<file path="config.mk">
export PLATFORM = sky130hd
export DESIGN_NAME = sp_ram_obi_arbiter
export DESIGN_NICKNAME = d
export VERILOG_FILES = /design/src/rtl/sp_ram_obi_arbiter.sv
export SDC_FILE = /design/constraint.sdc
export NUM_CORES = 1
export LEC_CHECK = 0
export ABC_AREA = 1
export CORE_AREA = 3 3 99 101
export DETAILED_ROUTE_END_ITERATION = 6
export DIE_AREA = 0 0 102 104
export SETUP_SLACK_MARGIN = 0.3
export SLEW_MARGIN = 20
export SYNTH_ARGS = -nofsm -noshare
export SYNTH_HDL_FRONTEND = slang
export SYNTH_SLANG_ARGS = --single-unit
</file>
<file path="constraint.sdc">
create_clock -name clk_i -period 3.6 [get_ports clk_i]
set_input_delay 0.72 -clock clk_i [delete_from_list [all_inputs] [get_ports clk_i]]
set_output_delay 0.72 -clock clk_i [all_outputs]
set_load 0.02 [all_outputs]
</file>
<file path="src/rtl/sp_ram_obi_arbiter.sv">
// Round-robin arbiter sharing one single-port, byte-enabled RAM (1-cycle read latency)
// between an instruction-fetch OBI port and a data OBI port.
module sp_ram_obi_arbiter #(
    parameter int ADDR_WIDTH = 12,
    parameter bit ERR_OOR    = 1'b1
) (
    input  logic                  clk_i,
    input  logic                  rst_ni,

    input  logic                  instr_req_i,
    output logic                  instr_gnt_o,
    input  logic [31:0]           instr_addr_i,
    output logic                  instr_rvalid_o,
    output logic [31:0]           instr_rdata_o,
    output logic                  instr_err_o,

    input  logic                  data_req_i,
    output logic                  data_gnt_o,
    input  logic [31:0]           data_addr_i,
    input  logic                  data_we_i,
    input  logic [3:0]            data_be_i,
    input  logic [31:0]           data_wdata_i,
    output logic                  data_rvalid_o,
    output logic [31:0]           data_rdata_o,
    output logic                  data_err_o,

    output logic                  ram_en_o,
    output logic [ADDR_WIDTH-1:0] ram_addr_o,
    output logic                  ram_we_o,
    output logic [3:0]            ram_be_o,
    output logic [31:0]           ram_wdata_o,
    input  logic [31:0]           ram_rdata_i
);

    typedef enum logic {
        PORT_INSTR = 1'b0,
        PORT_DATA  = 1'b1
    } port_e;

    port_e       r_rr_last;
    logic        r_resp_vld;
    port_e       r_resp_port;
    logic        r_resp_we;
    logic        r_resp_err;

    logic        w_instr_win;
    logic        w_data_win;
    logic        w_grant;
    logic [31:0] w_addr;
    logic [31:0] w_upper;
    logic        w_oor;
    logic        w_ram_en;
    logic        w_rsp_live;
    logic        w_rsp_has_data;

    // Grants are held off during reset; on contention the port that did not win last goes.
    always_comb begin
        w_instr_win = rst_ni && instr_req_i && (!data_req_i || (r_rr_last == PORT_DATA));
        w_data_win  = rst_ni && data_req_i  && (!instr_req_i || (r_rr_last == PORT_INSTR));
        w_grant     = w_instr_win || w_data_win;
    end

    assign instr_gnt_o = w_instr_win;
    assign data_gnt_o  = w_data_win;

    always_comb begin
        w_addr  = w_data_win ? data_addr_i : instr_addr_i;
        w_upper = w_addr >> ADDR_WIDTH;
        w_oor   = ERR_OOR && (w_upper != 32'h0);
        w_ram_en = w_grant && !w_oor;
    end

    // RAM side is fully zeroed when not enabled so idle cycles never look like accesses.
    always_comb begin
        ram_en_o    = w_ram_en;
        ram_addr_o  = '0;
        ram_we_o    = 1'b0;
        ram_be_o    = 4'h0;
        ram_wdata_o = 32'h0;
        if (w_ram_en) begin
            ram_addr_o = w_addr[ADDR_WIDTH-1:0];
            if (w_data_win) begin
                ram_we_o    = data_we_i;
                ram_be_o    = data_be_i;
                ram_wdata_o = data_wdata_i;
            end else begin
                ram_be_o    = 4'hF;
            end
        end
    end

    always_ff @(posedge clk_i) begin
        if (!rst_ni) begin
            r_rr_last   <= PORT_DATA;
            r_resp_vld  <= 1'b0;
            r_resp_port <= PORT_INSTR;
            r_resp_we   <= 1'b0;
            r_resp_err  <= 1'b0;
        end else begin
            r_resp_vld <= w_grant;
            if (w_grant) begin
                r_rr_last   <= w_data_win ? PORT_DATA : PORT_INSTR;
                r_resp_port <= w_data_win ? PORT_DATA : PORT_INSTR;
                r_resp_we   <= w_data_win && data_we_i;
                r_resp_err  <= w_oor;
            end
        end
    end

    // Response outputs are masked by reset so a pending response is dropped immediately.
    always_comb begin
        w_rsp_live     = rst_ni && r_resp_vld;
        w_rsp_has_data = w_rsp_live && !r_resp_we && !r_resp_err;
    end

    always_comb begin
        instr_rvalid_o = w_rsp_live && (r_resp_port == PORT_INSTR);
        data_rvalid_o  = w_rsp_live && (r_resp_port == PORT_DATA);
        instr_err_o    = instr_rvalid_o && r_resp_err;
        data_err_o     = data_rvalid_o && r_resp_err;
        instr_rdata_o  = (w_rsp_has_data && (r_resp_port == PORT_INSTR)) ? ram_rdata_i : 32'h0;
        data_rdata_o   = (w_rsp_has_data && (r_resp_port == PORT_DATA))  ? ram_rdata_i : 32'h0;
    end

    a_one_grant: assert property (@(posedge clk_i) !(instr_gnt_o && data_gnt_o));
    a_one_rvalid: assert property (@(posedge clk_i) !(instr_rvalid_o && data_rvalid_o));

endmodule

</file>
==> impl_metrics.yaml <==
outcome:
  status: "complete, no violations"
placement:
  dp_hpwl_um: 7300
  io_buffers: 256
  dpl-instance-area_mm2: 0.00406
  dp_cells: 679
  gp_congestion: 0.794
  place_ws_ns: 0.120
synthesis:
  synth_area_leaders: "nor2_1 40%, nand2_1 23%, inv_1 14%"
  post-synth-top-count-cell: "nor2_1"
  synth_top_area_share_pct: 39.9
  syn_avg_cell_area_um2: 4.26
  synth_edf_count: 0
  async_flop_share_pct: 0
  synth_area_mm2: 0.00136
  synth_top_area_cell: "nor2_1"
  ys_types: 16
  ys_ff_latch: 5
  synth_ff_type: "dfxtp_1"
  yosys-top-cells-count: "145 x nor2_1, 83 x nand2_1, 51 x inv_1"
  yosysWarnings: 0
  postSynthCellCount: 320
  syn-num-nets: 457
  ys_seq_area_share_pct: 7.34
clocking:
  clk_latency_ns: 0.22
  numClockSinks: 5
  cts_buffer_depth: 2
  post_cts_buffers: 0
  numCtsBuffers: 3
  cts_root_buffer: "clkbuf_8"
  cts_resized: 115
  clkTransAtPathRegs_ns: 0.03
  cts_tree: "built"
  cts-hold-fix-buffers: 0
  htree_levels: 1
die:
  coreArea_mm2: 0.00911
  die-area_mm2: 0.0106
  die_y_um: 104
  rows: 35
  die_w_um: 102
  initial_core_util_pct: 15.0
  io_pins: 257
grt:
  grt_pass1_vias: 2573
  grt_use_total_pct: 14.5
  grt_overflow: 0
  grt_pass1_wl_um: 12500
  grt_max_degree: 47
  antenna_found_initial: 0
worst_setup_path:
  cp_top_family: "buffers and inverters"
  worstPathRequired_ns: 2.88
  cp-startpoint: "rst_ni"
  reg2reg_depth: 6
  r2r-end: "r_resp_err$_SDFFE_PN0P_"
  critPathMaxFanout: 32
  crit_slowest_cell: "clkdlybuf4s50_1"
  r2r_start: "r_rr_last$_SDFFE_PN1P_"
  crit_arrival_ns: 2.41
  startpoint_type: "primary input"
  path_class: "in -> out"
  cp_num_buf_inv: 4
  max_stage_delay_ns: 0.50
  rrSetupSlack_ns: 2.38
  crit_path_cell_trace: "clkdlybuf4s50_1, buf_4, nand2_1, nor2_1, nand3_1, buf_4, nor2_1, dlygate4sd2_1"
  cp-end-kind: "output port"
power_and_ir_drop:
  seqPwrFrac_pct: 13.8
  power_density_mw_per_mm2: 116
  p_leak_nw: 2.21
  swShare_pct: 31.6
  combPwrFrac_pct: 63.6
  ir_drop_mv: 0.0574
  switchingPower_mw: 0.145
  p_int_mw: 0.313
  pwr-share-clk_pct: 22.6
sta:
  max_slew_margin_pct: 78.5
  setup_ws_ns: 0.467
  fin_setup_tns_ns: 0
  fin_crit_ns: 3.13
  max_clock_freq_ghz: 0.319
  hold_violations: 0
  slew_viol_final: 0
  tightest_slew_ns: 0.322
  setup_viol: 0
  rsz0062_at_grt: "false"
  fin_crit_sh_pct: 87.0
  clock_skew_ns: 0.00509
layout:
  nFillCells: 1024
  nets: 710
  drive_above_1_share_pct: 5.24
  stdcell_area_mm2: 0.00395
  syn_to_final_growth_pct: 190
  antenna_cells: 0
  stdcell_count: 683
min_path:
  hold_depth: 2
  whs_endpoint: "r_resp_we$_SDFFE_PN0P_"
  min-delay-start: "r_resp_we$_SDFFE_PN0P_"
  hold_class: "reg -> reg"
route:
  firstDrtPassIters: 4
  drcViolationCount: 0
  vias: 2689
  drt-initial-drc-count: 95
  viasPerCell: 3.94
  drtAntennaViolNets: 0
  routedWlPerCell_um: 12.2
  routed_wl_um: 8310
job:
  drv_cap: 0
==> flip-flops by register name (all words and copies together), names as in the netlist <==
signal / cells
r_resp_err: 1
r_resp_port: 1
r_resp_vld: 1
r_resp_we: 1
r_rr_last: 1
==> tightest hold or removal path, delay by kind of cell, from the launching register on <==
kind	cells	cell delay (ns)
flops	1	0.30
simple gates	1	0.07
compound gates	1	0.05
==> worst max-delay path by stage <==
stage | end | slack, ns | depth (start not counted)
2_1_floorplan | data_rdata_o[10] | 1.06 | 5
3_3_place_gp | ram_be_o[1] | 0.17 | 7
3_5_place_dp | ram_be_o[1] | 0.12 | 7
4_1_cts | ram_en_o | 0.30 | 8
5_1_grt | data_rdata_o[1] | 0.30 | 8
6_report | instr_rdata_o[8] | 0.47 | 8
==> per-stage QoR <==
| stage | total power, mW | utilization (%) | hold WS [ns] |
|---|---|---|---|
| floorplan | 0.163 | - | 0.456 |
| global placement | 0.367 | 44.5 | 0.471 |
| detailed placement | 0.370 | 44.5 | 0.474 |
| CTS | 0.467 | 43.6 | 0.479 |
| global route | 0.499 | 43.4 | 0.505 |
| finish | 0.458 | 43.4 | 0.478 |
==> layer usage <==
layer / vias up / part of all wire (%) / global-route usage, %
met5: - / 0 / 0
met1: 1117 / 38 / 15.6
li1: 1415 / - / -
met4: 0 / 2.1 / 3.00
met2: 143 / 51 / 27.9
met3: 14 / 9.0 / 3.55
==> layout by cell type, fill, tap and decap left out, drive strengths merged <==
cell	Yosys	routed
buf	17	9
o211ai	1	1
nor2	145	145
clkdlybuf4s15	0	22
dlygate4sd2	0	78
o21ai	1	1
dlymetal6s2s	0	1
clkbuf	0	17
o31ai	1	1
nor3	2	2
inv	52	52
nand2	86	86
a21oi	3	3
clkdlybuf4s50	0	142
nand3	7	7
dfxtp	5	5
==> layout make-up <==
type	count	area, um^2	area share [%]
clock buffers	4	45.0	1.14
inverters	52	195	4.94
multi-input cells	246	971	24.6
flip-flops and latches	5	100	2.53
well taps	111	139	3.52
repair buffers	265	2500	63.3
==> power groups by stage <==
stage	clock (mW)	combinational, mW	sequential, mW
global route	0.114	0.321	0.0640
floorplan	0	0.100	0.0629
global placement	0	0.303	0.0640
CTS	0.108	0.295	0.0633
finish	0.104	0.291	0.0634
detailed placement	0	0.306	0.0641
==> cell families after synthesis <==
| family | Yosys count | synth area share (%) |
|---|---|---|
| AND/OR/NAND/NOR | 240 | 67.4 |
| buffers and inverters | 69 | 22.4 |
| AO/OA/AOI/OAI | 6 | 2.84 |
| flip-flops | 5 | 7.34 |
(Power assumes the default switching activity.)
